<file path="config.mk">
export PLATFORM = sky130hd
export DESIGN_NAME = bmu_writeback_buffer_flat
export DESIGN_NICKNAME = d
export VERILOG_FILES = /design/src/rtl/bmu_writeback_buffer_pkg.sv /design/src/rtl/bmu_writeback_buffer_if.sv /design/src/rtl/bmu_writeback_buffer_storage.sv /design/src/rtl/bmu_writeback_buffer.sv /design/src/flat_wrapper.sv
export SDC_FILE = /design/constraint.sdc
export NUM_CORES = 1
export LEC_CHECK = 0
export CORE_MARGIN = 2
export CORE_UTILIZATION = 50
export DETAILED_ROUTE_END_ITERATION = 10
export PLACE_DENSITY_LB_ADDON = 0.05
export REMOVE_ABC_BUFFERS = 1
export SLEW_MARGIN = 20
export SYNTH_ARGS = -nofsm -noshare
export SYNTH_HDL_FRONTEND = slang
export SYNTH_HIERARCHICAL = 1
export SYNTH_SLANG_ARGS = --single-unit
</file>
<file path="constraint.sdc">
create_clock -name clk_i -period 2.9 [get_ports clk_i]
set_input_delay 0.58 -clock clk_i [delete_from_list [all_inputs] [get_ports clk_i]]
set_output_delay 0.58 -clock clk_i [all_outputs]
set_load 0.02 [all_outputs]
</file>
<file path="src/rtl/bmu_writeback_buffer_pkg.sv">
// Shared types for the BMU writeback result buffer.
// Entry layout and default buffer geometry.
package apogeo_pkg;

    typedef logic [31:0] data_word_t;

    localparam int BMU_WB_DEPTH     = 4;
    localparam int BMU_WB_TAG_WIDTH = 6;

    typedef struct packed {
        data_word_t                  result;
        logic [4:0]                  dest;
        logic [BMU_WB_TAG_WIDTH-1:0] tag;
    } bmu_wb_entry_t;

endpackage

</file>
<file path="src/rtl/bmu_writeback_buffer_if.sv">
// Valid/ready link from the BMU result buffer to the writeback arbiter.
// The buffer is the master; the arbiter is the slave.
interface bmu_writeback_buffer_if
    import apogeo_pkg::*;
#(
    parameter int TAG_WIDTH = BMU_WB_TAG_WIDTH
);

    data_word_t           wb_result_o;
    logic [TAG_WIDTH-1:0] wb_tag_o;
    logic [4:0]           wb_dest_o;
    logic                 wb_valid_o;
    logic                 wb_ready_i;

    modport master (
        output wb_result_o,
        output wb_tag_o,
        output wb_dest_o,
        output wb_valid_o,
        input  wb_ready_i
    );

    modport slave (
        input  wb_result_o,
        input  wb_tag_o,
        input  wb_dest_o,
        input  wb_valid_o,
        output wb_ready_i
    );

endinterface

</file>
<file path="src/rtl/bmu_writeback_buffer_storage.sv">
// Entry array with wrapping read/write pointers for the BMU result buffer.
// The data array carries no reset; validity is tracked by the parent's count.
module bmu_writeback_buffer_storage
    import apogeo_pkg::*;
#(
    parameter int  DEPTH   = BMU_WB_DEPTH,
    parameter type entry_t = bmu_wb_entry_t
) (
    input  logic   clk_i,
    input  logic   rst_n_i,
    input  logic   clear_i,
    input  logic   we_i,
    input  entry_t wdata_i,
    input  logic   re_i,
    output entry_t rdata_o
);

    localparam int AW = $clog2(DEPTH);
    localparam logic [AW-1:0] PTR_ONE = AW'(1);

    entry_t        mem [DEPTH];
    logic [AW-1:0] wr_ptr_q;
    logic [AW-1:0] rd_ptr_q;

    always_ff @(posedge clk_i) begin
        if (we_i) begin
            mem[wr_ptr_q] <= wdata_i;
        end
    end

    always_ff @(posedge clk_i or negedge rst_n_i) begin
        if (!rst_n_i) begin
            wr_ptr_q <= '0;
            rd_ptr_q <= '0;
        end else if (clear_i) begin
            wr_ptr_q <= '0;
            rd_ptr_q <= '0;
        end else begin
            if (we_i) begin
                wr_ptr_q <= wr_ptr_q + PTR_ONE;
            end
            if (re_i) begin
                rd_ptr_q <= rd_ptr_q + PTR_ONE;
            end
        end
    end

    assign rdata_o = mem[rd_ptr_q];

endmodule

</file>
<file path="src/rtl/bmu_writeback_buffer.sv">
// BMU result buffer feeding the integer writeback arbiter; throttles the BMU.
// Define BMU_WB_BYPASS_EN to forward results straight through when empty.
module bmu_writeback_buffer
    import apogeo_pkg::*;
#(
    parameter int DEPTH     = BMU_WB_DEPTH,
    parameter int TAG_WIDTH = BMU_WB_TAG_WIDTH
) (
    input  logic                   clk_i,
    input  logic                   rst_n_i,
    input  logic                   clear_i,
    input  logic                   stall_i,
    input  data_word_t             bmu_result_i,
    input  logic                   bmu_valid_i,
    input  logic [TAG_WIDTH-1:0]   bmu_tag_i,
    input  logic [4:0]             bmu_dest_i,
    output logic                   bmu_clk_en_o,
    bmu_writeback_buffer_if.master wb,
    output logic                   full_o,
    output logic                   empty_o
);

    localparam int AW = $clog2(DEPTH);
    localparam logic [AW:0]   CNT_ONE  = (AW+1)'(1);
    localparam logic [AW:0]   FULL_CNT = (AW+1)'(DEPTH);
    localparam logic [AW+1:0] EN_LIM   = (AW+2)'(DEPTH - 1);

    typedef struct packed {
        data_word_t           result;
        logic [4:0]           dest;
        logic [TAG_WIDTH-1:0] tag;
    } entry_t;

    logic [AW:0]   count_q;
    logic [AW:0]   count_d;
    logic          fresh_q;
    logic          clear_hold_q;
    logic          push;
    logic          pop;
    logic          bypass;
    logic          wr_en;
    logic          rd_en;
    logic [AW+1:0] occ;
    entry_t        wr_entry;
    entry_t        rd_entry;

    // A held BMU output is only new if the stage advanced on the last edge.
    assign push = bmu_valid_i & fresh_q & ~clear_i;

    assign empty_o = (count_q == '0);
    assign full_o  = (count_q == FULL_CNT);

`ifdef BMU_WB_BYPASS_EN
    assign bypass = empty_o & push & wb.wb_ready_i;
`else
    assign bypass = 1'b0;
`endif

    assign wb.wb_valid_o = ~empty_o | bypass;
    assign pop   = wb.wb_valid_o & wb.wb_ready_i & ~clear_i;
    assign wr_en = push & ~bypass;
    assign rd_en = pop & ~empty_o;

    assign wr_entry = '{
        result: bmu_result_i,
        dest:   bmu_dest_i,
        tag:    bmu_tag_i
    };

    bmu_writeback_buffer_storage #(
        .DEPTH   (DEPTH),
        .entry_t (entry_t)
    ) u_storage (
        .clk_i   (clk_i),
        .rst_n_i (rst_n_i),
        .clear_i (clear_i),
        .we_i    (wr_en),
        .wdata_i (wr_entry),
        .re_i    (rd_en),
        .rdata_o (rd_entry)
    );

    assign wb.wb_result_o = bypass ? bmu_result_i : rd_entry.result;
    assign wb.wb_dest_o   = bypass ? bmu_dest_i   : rd_entry.dest;
    assign wb.wb_tag_o    = bypass ? bmu_tag_i    : rd_entry.tag;

    always_comb begin
        count_d = count_q;
        if (wr_en && !rd_en) begin
            count_d = count_q + CNT_ONE;
        end else if (rd_en && !wr_en) begin
            count_d = count_q - CNT_ONE;
        end
    end

    // One slot stays free for the result the advancing BMU will produce.
    assign occ = {1'b0, count_q} + {{(AW+1){1'b0}}, push};
    assign bmu_clk_en_o = ~stall_i & ~clear_hold_q & (occ <= EN_LIM);

    always_ff @(posedge clk_i or negedge rst_n_i) begin
        if (!rst_n_i) begin
            count_q      <= '0;
            fresh_q      <= 1'b0;
            clear_hold_q <= 1'b0;
        end else if (clear_i) begin
            count_q      <= '0;
            fresh_q      <= 1'b0;
            clear_hold_q <= 1'b1;
        end else begin
            count_q      <= count_d;
            fresh_q      <= bmu_clk_en_o;
            clear_hold_q <= 1'b0;
        end
    end

    a_no_push_full: assert property (
        @(posedge clk_i) disable iff (!rst_n_i)
        !(push && full_o && !pop)
    );

endmodule

</file>
<file path="src/flat_wrapper.sv">
// flat-port wrapper written by rule: the top's interface ports become plain ports
module bmu_writeback_buffer_flat import apogeo_pkg::*;
#(
    parameter int DEPTH     = BMU_WB_DEPTH,
    parameter int TAG_WIDTH = BMU_WB_TAG_WIDTH
)
  (clk_i, rst_n_i, clear_i, stall_i, bmu_result_i, bmu_valid_i, bmu_tag_i, bmu_dest_i, bmu_clk_en_o, full_o, empty_o, wb_wb_result_o, wb_wb_tag_o, wb_wb_dest_o, wb_wb_valid_o, wb_wb_ready_i);
  bmu_writeback_buffer_if #(.TAG_WIDTH(TAG_WIDTH)) wb_i ();
  input  logic clk_i;
  input  logic rst_n_i;
  input  logic clear_i;
  input  logic stall_i;
  input  data_word_t bmu_result_i;
  input  logic bmu_valid_i;
  input  logic [TAG_WIDTH-1:0] bmu_tag_i;
  input  logic [4:0] bmu_dest_i;
  output logic bmu_clk_en_o;
  output logic full_o;
  output logic empty_o;
  output wire logic [$bits(wb_i.wb_result_o)-1:0] wb_wb_result_o;
  output wire logic [$bits(wb_i.wb_tag_o)-1:0] wb_wb_tag_o;
  output wire logic [$bits(wb_i.wb_dest_o)-1:0] wb_wb_dest_o;
  output wire logic [$bits(wb_i.wb_valid_o)-1:0] wb_wb_valid_o;
  input wire logic [$bits(wb_i.wb_ready_i)-1:0] wb_wb_ready_i;
  assign wb_wb_result_o = wb_i.wb_result_o;
  assign wb_wb_tag_o = wb_i.wb_tag_o;
  assign wb_wb_dest_o = wb_i.wb_dest_o;
  assign wb_wb_valid_o = wb_i.wb_valid_o;
  assign wb_i.wb_ready_i = wb_wb_ready_i;
  bmu_writeback_buffer #(.DEPTH(DEPTH), .TAG_WIDTH(TAG_WIDTH)) u_core (.clk_i(clk_i), .rst_n_i(rst_n_i), .clear_i(clear_i), .stall_i(stall_i), .bmu_result_i(bmu_result_i), .bmu_valid_i(bmu_valid_i), .bmu_tag_i(bmu_tag_i), .bmu_dest_i(bmu_dest_i), .bmu_clk_en_o(bmu_clk_en_o), .wb(wb_i), .full_o(full_o), .empty_o(empty_o));
endmodule
</file>
## Yosys cells after proc, flatten, opt, wreduce, memory -nomap -nowiden

Memory sizes are Yosys's and may differ from the RTL's.
Cells that the tools add are included.

- Bits in latches: 0
- Output and inout bits: 47
- Bits in registers: 9
- Word-level logic and storage cells: 43
- Bits in read-only memories: 0
- Bits in writable memories: 172
- Memories: 1

- $mul: 0
- Shifts and indexed selects: 0
- Mux-type cells: 11
- Eq/ne operators: 1
- Reduce and logical (&&, ||, !) cells: 8
- Divide/modulo/power cells: 0
- $lt $le $gt $ge: 1
- Bitwise operators: 11
- $add $sub $neg: 5

Memory list:

| name | depth | bits a word | rd ports | clocked after Yosys merged registers in | wr ports | line | text |
|---|---|---|---|---|---|---|---|
| u_core.u_storage.mem | 4 | 43 | 1 | 0 | 1 | bmu_writeback_buffer_storage.sv:21 | `entry_t mem [DEPTH];` |

Operators by type and width:

| kind | number |
|---|---|
| $mux 3 | 3 |
| $mux 2 | 4 |
| $and 1x1->1 | 7 |
| $add 2x1->2 const B | 2 |
| $add 3x1->4 | 1 |
| $le 4x2->1 const B | 1 |
| $mux 1 | 4 |
| $not 1->1 | 4 |
| $reduce_bool 2->1 | 2 |
| $add 3x1->3 const B | 1 |
| $eq 3x3->1 const B | 1 |
| $logic_not 3->1 | 1 |
| $reduce_bool 3->1 | 1 |
| $sub 3x1->3 const B | 1 |
| $logic_and 1x1->1 | 2 |
| $logic_not 1->1 | 2 |

## Logic depth before layout (Yosys ltp)

Gate-level depths: netlist of the first run.

- Word-level depth: 9
- Gate-level depth with buffers: 9
- Depth with buffers taken out: 8

## By module

The synthesis of the first run kept the hierarchy.

Modules (own cells, without submodules):

| module | instances | area each (um^2) | cells each |
|---|---|---|---|
| bmu_writeback_buffer_storage | 1 | 6,516.2 | 248 |
| bmu_writeback_buffer | 1 | 367.9 | 42 |

## Least setup slack after synthesis of the first run

No wires, ideal clock.

- Kind: input -> register
- From: input clear_i
- To: memory u_core/u_storage/mem[2][0] in the netlist's numbering (enable)
- Setup time: 0.405 ns
- Slack: 0.325 ns
- Required time: 2.495 ns
- Buffers on the path: 1
- Cell stages on the path: 3
- Arrival: 2.170 ns
- Path through: clkbuf_1 > nor2_1 > and2_1

- Word-level cells in the longest chain between the ends: 4

RTL lines:

| what | line | text |
|---|---|---|
| start, declared | flat_wrapper.sv:11 | `input logic clear_i;` |
| $not 1->1 | bmu_writeback_buffer.sv:48 | `assign push = bmu_valid_i & fresh_q & ~clear_i;` |
| $and 1x1->1 | bmu_writeback_buffer.sv:48 |  |
| net u_core.push | bmu_writeback_buffer.sv:38 | `logic push;` |
| $mux 1 | bmu_writeback_buffer_storage.sv:26 | `if (we_i) begin` |
| $mux 1 (implied by the code) | bmu_writeback_buffer_storage.sv:27 | `mem[wr_ptr_q] <= wdata_i;` |
| end, declared | bmu_writeback_buffer_storage.sv:21 |  |

The timed path passes the listed nets, and every way through them passes these cells.

## Final worst setup path of the first run

- From: register u_core.u_storage.rd_ptr_q[0]
- To: output wb_wb_result_o[12]

- Word-level cells in the longest chain between the ends: 1

RTL lines:

| what | line | text |
|---|---|---|
| start, declared | bmu_writeback_buffer_storage.sv:23 | `logic [AW-1:0] rd_ptr_q;` |
| start signal, assigned | bmu_writeback_buffer_storage.sv:43 | `rd_ptr_q <= rd_ptr_q + PTR_ONE;` |
| $mem_v2 4x43 | n/a |  |
| end, declared | flat_wrapper.sv:20 | `output wire logic [$bits(wb_i.wb_result_o)-1:0] wb_wb_result_o;` |

Every way passes these cells.

==> run summary, run 1 <==
CP required - 2320 ps
GRT met3 Usage - 5.45%
DPL Wire Length - 7260 µm
Post-synth EDFFs - 172
Worst Tran Pin Value - 438 ps
Met1 Resource Use GR - 20.9%
Clk Latency, worst-skew pair - 420 ps
FF+latch area - 5400 µm²
Area growth from synthesis to layout - 27.2%
LEAKAGE - 2.82 nW
Area share of and/or/nand/nor cells after synthesis - 2.44%
Outcome - finished, final reports clean
Fmax - 0.353 GHz
Initial antenna violation count - 0
Die width - 121 µm
Avg Inst Size Synth - 23.7 µm²
Area contributors post-synth - edfxtp_1 75%, mux4_2 12%, dfrtp_1 3.3%, mux4_1 2.3%, buf_12 1.2%
XOR/XNOR share of the synthesized area - 0.254%
DR vias/cell - 5.40
Top Ports - 96
VDD IR max - 0.390 mV
Synth Flop Type - edfxtp_1
Max-cap violations - 0
WP buf/inv - 2
Initial Utilization - 51.6%
TritonRoute pass-1 iters - 4
Delay-heaviest family, CP - buffers and inverters
Final hold vios - 0
Cells after synthesis - 290
Crit end category - primary output
Slew Limit Fails - 0
Async SR Flop Fraction - 4.97%
Worst EP arrival - 2260 ps
WHS - 482 ps
M2 GR Usage - 29.1%
CTS max path bufs - 2
Multiplexer area fraction after synthesis - 14.5%
Final wirelength - 12000 µm
Yosys warnings - 6
Final Skew - 8.82 ps
Reg2reg setup slack - 500 ps
Tmin final - 2840 ps
Fin nets - 466
Final setup viols - 0
Initial DRC count - 254
DIE HEIGHT - 121 µm
Largest net degree at the start of global routing - 46
Main combinational cell family by area after synthesis - multiplexers
Overflow after GRT - 0
Placed insts - 566
Final GP Congestion - 0.798
Post-synthesis sequential area ratio - 78.3%
Row count - 42
Die area - 14700 µm²
Global-route wire length before repair - 18100 µm
Detailed-route via count - 3245
Port buffer count - 95
Clock sinks - 181
Global Route Usage Sum - 17.3%
WL per Instance - 19.9 µm
Adder-cell area share of the yosys netlist - 1.02%
Max transition margin - 70.1%
CTS clock-pin slew for the worst setup and hold paths - 60 ps
Unrepaired setup endpoints after global routing - false
Power density cells - 609 nW/µm²
Fin crit share - 97.8%
Antenna fix cells - 0
Drt drc - 0
CTS H-tree lvls - 4
Non-Filler Instances - 601
Crit-path cells - buf_12 > mux4_2 > clkdlybuf4s50_1
Number of global-route vias before repair - 3389
Top cell type's share of synthesized area - 75.0%
Multi-input logic area - 1350 µm²
Synth Cell Area - 6880 µm²
Critical-path top delay cell - clkdlybuf4s50_1
Busiest grt layer - met2
Cell taking the most area after synthesis - edfxtp_1
Share of layout cells above drive strength 1 - 22.1%
CTS Root Cell - clkbuf_16
Final-layout fill cell count - 950
Crit-path max FO - 13
CP startpoint kind - flip-flop
Inserted Clock Buffers - 17
CTS tree - yes
Yosys reg bits - 181
Worst setup margin - 64.4 ps
Worst min-delay path class - primary input to async pin
Worst slack at placement - 196 ps
Post-DRT Antenna Nets - 0
Hold_buf cts - 0
Crit-path max cell delay - 560 ps
Cell variety after synth - 36
Synth Area in Compound Gates - 1.25%
Core Footprint - 13300 µm²
Type of the worst setup path - flip-flop to primary output
synth_stat cells (all sizes together) (2+ instances only):
cell type	instances
o311ai	2
edfxtp	172
nor2	5
nand3b	2
dfrtp	9
nor4	3
nand2	2
inv	5
buf	11
clkbuf	2
nor2b	2
or4	2
nor3	3
xnor2	2
ha	4
and2	5
mux4	43
or3	2
sequential cells by signal (all words and copies together) (netlist names):
register / count
u_core/clear_hold_q: 1
u_core/count_q: 3
u_core/fresh_q: 1
u_core/u_storage/mem: 172
u_core/u_storage/rd_ptr_q: 2
u_core/u_storage/wr_ptr_q: 2
cell usage in the layout (no fill, tap or decap), drive strengths merged, types with 2 or more instances in the layout:
| cell | n |
|---|---|
| edfxtp | 172 |
| clkdlybuf4s50 | 93 |
| mux4 | 43 |
| buf | 21 |
| clkbuf | 19 |
| dfrtp | 9 |
| clkinv | 8 |
| inv | 6 |
| nor2 | 5 |
| and2 | 5 |
| clkinvlp | 4 |
| ha | 4 |
| nor3 | 3 |
| nor4 | 3 |
| dlymetal6s2s | 2 |
| nand2 | 2 |
| or3 | 2 |
| nor2b | 2 |
| or4 | 2 |
| nand3b | 2 |
| xnor2 | 2 |
| o311ai | 2 |
final timing paths:
kind                                              start                            to  cells after the start
max reg2reg                           u_core/count_q[0]             u_core/count_q[1]                      7
min in group clk_i                  u_core/clear_hold_q                u_core/fresh_q                      2
max                        u_core/u_storage/rd_ptr_q[0]            wb_wb_result_o[12]                      3
min                                             rst_n_i             u_core/count_q[2]                      1
min reg2reg                         u_core/clear_hold_q                u_core/fresh_q                      2
max in group asynchronous                       rst_n_i  u_core/u_storage/rd_ptr_q[0]                      1
stage by stage:
step	instance area, µm²	setup TNS, ps	utilization, %	total power, mW
after floorplan	6760	-8390	-	3.09
after global placement	8180	0	61.3	3.30
after detailed placement	8180	0	61.3	3.30
after CTS	8750	0	65.6	5.39
after global routing	8750	0	65.6	5.50
final	8750	0	65.6	5.33
power by group:
group	internal (mW)	total (mW)	switching, mW	leakage (nW)
sequential	2.87	2.89	0.0117	1.67
combinational	0.200	0.362	0.161	0.897
clock	1.18	2.08	0.909	0.257
total	4.25	5.33	1.08	2.82
routing by layer:
layer  part of all wire, %  wire length [µm]
met4                   1.0               123
met3                   4.5               538
met2                    52              6270
met5                     0                 0
met1                    42              5020
cells by family after synthesis:
kind of cell / Yosys count
muxes: 44
AOI/OAI and AO/OA: 10
adders and majority gates: 5
and+or+nand+nor: 29
DFF: 181
buffers and inverters: 19
xor gates and xnor gates: 2
cell type report:
| class | instances | share of cell area [%] |
|---|---|---|
| clock inverters | 13 | 1.26 |
| inverters | 6 | 0.257 |
| clock buffers | 19 | 4.94 |
| repair buffers | 116 | 14.0 |
| well taps | 176 | 2.52 |
| flip-flops and latches | 181 | 61.6 |
| multi-input cells | 90 | 15.4 |
what timing repair did:
item | 4_1_cts | 5_1_grt
buffers inserted | 3 | 0
gates resized for setup | 0 | 2
gates cloned | 0 | 0
endpoints found under the setup margin | 34 | 2
No activity file was read; power rests on OpenSTA's default activity.
==> inputs of run 2 (changes only) <==
--- a/config.mk
+++ b/config.mk
@@ -5,7 +5,6 @@
 export SDC_FILE = /design/constraint.sdc
 export NUM_CORES = 1
 export LEC_CHECK = 0
-export CORE_MARGIN = 2
 export CORE_UTILIZATION = 50
 export DETAILED_ROUTE_END_ITERATION = 10
 export PLACE_DENSITY_LB_ADDON = 0.05
==> run summary, run 2 (synthesis gave the netlist of run 1 again) <==
Outcome - finished, final reports clean
Tot Pwr - 5.89 mW (+11%)
Final setup TNS - 0 ps (unchanged)
Max-cap violations - 0 (unchanged)
Most frequent cells in the layout - 172 x edfxtp_1, 64 x clkdlybuf4s50_1, 37 x mux4_2
Global-route wire length before repair - 17900 µm (-0.92%)
CTS Root Cell - clkbuf_16
CTS max path bufs - 2 (unchanged)
Unrepaired setup endpoints after global routing - false
Initial antenna violation count - 0 (unchanged)
Final GP Congestion - 0.793 (-0.74%)
Initial DRC count - 226 (-11%)
Crit-path max FO - 12 (-1)
CP startpoint kind - flip-flop
Worst min-delay path class - primary input to async pin
Share of layout cells above drive strength 1 - 22.6% (+0.47 points)
Drt drc - 0 (unchanged)
Final Skew - 7.51 ps (-1.31 ps)
Largest net degree at the start of global routing - 46 (unchanged)
Reg2reg end - u_core/count_q[1]
Clock sinks - 181 (unchanged)
Initial Utilization - 51.6% (unchanged)
Max transition margin - 69.6% (-0.47 points)
Fmax - 0.352 GHz (about the same)
DPL Wire Length - 6920 µm (-4.7%)
Reg2reg setup slack - 520 ps (+20 ps)
Inserted Clock Buffers - 17 (unchanged)
Antenna fix cells - 0 (unchanged)
GRT met3 Usage - 5.36% (-0.087 points)
WL per Instance - 19.2 µm (-3.5%)
VDD IR max - 0.382 mV (-2.2%)
Power density cells - 665 nW/µm² (+9.2%)
Area growth from synthesis to layout - 28.7%
Final-layout fill cell count - 915 (-3.7%)
LEAKAGE - 3.06 nW (+8.4%)
Worst EP arrival - 2260 ps (about the same)
Die width - 119 µm (-1.6%)
Tmin final - 2840 ps (+1.50 ps)
M2 GR Usage - 28.5% (-0.65 points)
Core Footprint - 13300 µm² (unchanged)
CTS H-tree lvls - 4 (unchanged)
Post-DRT Antenna Nets - 0 (unchanged)
Most flop-heavy register - u_core/u_storage/mem
WHS - 470 ps (-12.7 ps)
CTS clock-pin slew for the worst setup and hold paths - 70 ps (about the same)
R2r startpoint - u_core/count_q[0]
Clk Latency, worst-skew pair - 420 ps (about the same)
Worst reg2reg path depth - 7 (unchanged)
Global Route Usage Sum - 17.7% (+0.42 points)
Final wirelength - 11500 µm (-3.5%)
TritonRoute pass-1 iters - 4 (unchanged)
Met1 Resource Use GR - 22.2% (+1.3 points)
Busiest grt layer - met2
Type of the worst setup path - flip-flop to primary output
Fin nets - 466 (unchanged)
Top Ports - 96 (unchanged)
Worst Tran Pin Value - 455 ps (+16.9 ps)
Placed insts - 565 (-0.18%)
Max FFs per register - 172 (unchanged)
DIE HEIGHT - 119 µm (-1.6%)
CTS tree - yes
CP required - 2320 ps (about the same)
Detailed-route via count - 3243 (-0.062%)
Row count - 42 (unchanged)
Number of global-route vias before repair - 3286 (-3.0%)
Final hold vios - 0 (unchanged)
Most common cell after layout, fill and taps aside - edfxtp_1
Slew Limit Fails - 0 (unchanged)
Overflow after GRT - 0 (unchanged)
Fin crit share - 97.8% (about the same)
Crit end category - primary output
DR vias/cell - 5.40 (about the same)
Port buffer count - 95 (unchanged)
Die area - 14200 µm² (-3.3%)
Final setup viols - 0 (unchanged)
Non-Filler Instances - 601 (unchanged)
Regs by FF count - u_core/u_storage/mem: 172 flops, u_core/count_q: 3 flops
[run 2: cell types whose count changed in the layout (fill, tap and decap cells not counted), moves of 3 or more]
cell,previous run,this run
clkdlybuf4s50_1,93,64
dlymetal6s2s_1,2,19
dlygate4sd2_1,0,12
buf_12,9,3
buf_4,12,18
bufinv_16,1,7
clkinv_2,4,1
clkinvlp_4,4,1
[run 2: metrics by stage]
stage	area (µm²)	utilization [%]	setup slack (ps)
floorplan	6760	-	-272
global placement	8100	60.7	219
detailed placement	8100	60.7	204
CTS	8810	66.0	1.12
global route	8860	66.4	2.30
finish	8860	66.4	62.9
[run 2: area by class of cell]
cell class,instances,area [µm²],share of cell area (%)
clock buffers,17,425,4.80
clock inverters,15,273,3.08
inverters,6,22.5,0.254
multi-input cells,90,1350,15.2
flip-flops and latches,181,5400,60.9
well taps,176,220,2.48
repair buffers,116,1180,13.3
[run 2: worst max-delay path by stage]
stage / start / endpoint / slack [ps]
after floorplan: u_core/u_storage/rd_ptr_q[0] / wb_wb_result_o[31] / -270
after global placement: stall_i / bmu_clk_en_o / 220
after detailed placement: stall_i / bmu_clk_en_o / 200
after CTS: u_core/u_storage/rd_ptr_q[0] / wb_wb_result_o[23] / 1
after global routing: u_core/u_storage/rd_ptr_q[0] / wb_wb_dest_o[2] / 2
final: u_core/u_storage/rd_ptr_q[0] / wb_wb_dest_o[2] / 60
[run 2: power by group]
group | internal (mW) | total (mW) | switching [mW]
sequential | 2.87 | 2.89 | 0.0125
clock | 1.71 | 2.66 | 0.948
combinational | 0.190 | 0.347 | 0.157
[run 2: metal layers]
metal  share of wire [%]  up-vias
li1                    -     1486
met1                  42     1663
met2                  52       84
met3                 4.9       10
met4                 1.2        0
met5                   0        -
[run 2: timing repair]
| item | in CTS | in global routing |
|---|---|---|
| resized for setup | 12 | 19 |
| hold buffers | 0 | 0 |
| setup buffers | 4 | 0 |
| setup endpoints to repair | 34 | 19 |
[run 2: critical path: stages (launching register included)]
cell and delay (ps):
dfrtp_4 570, buf_12 200, mux4_2 490, clkdlybuf4s50_1 560
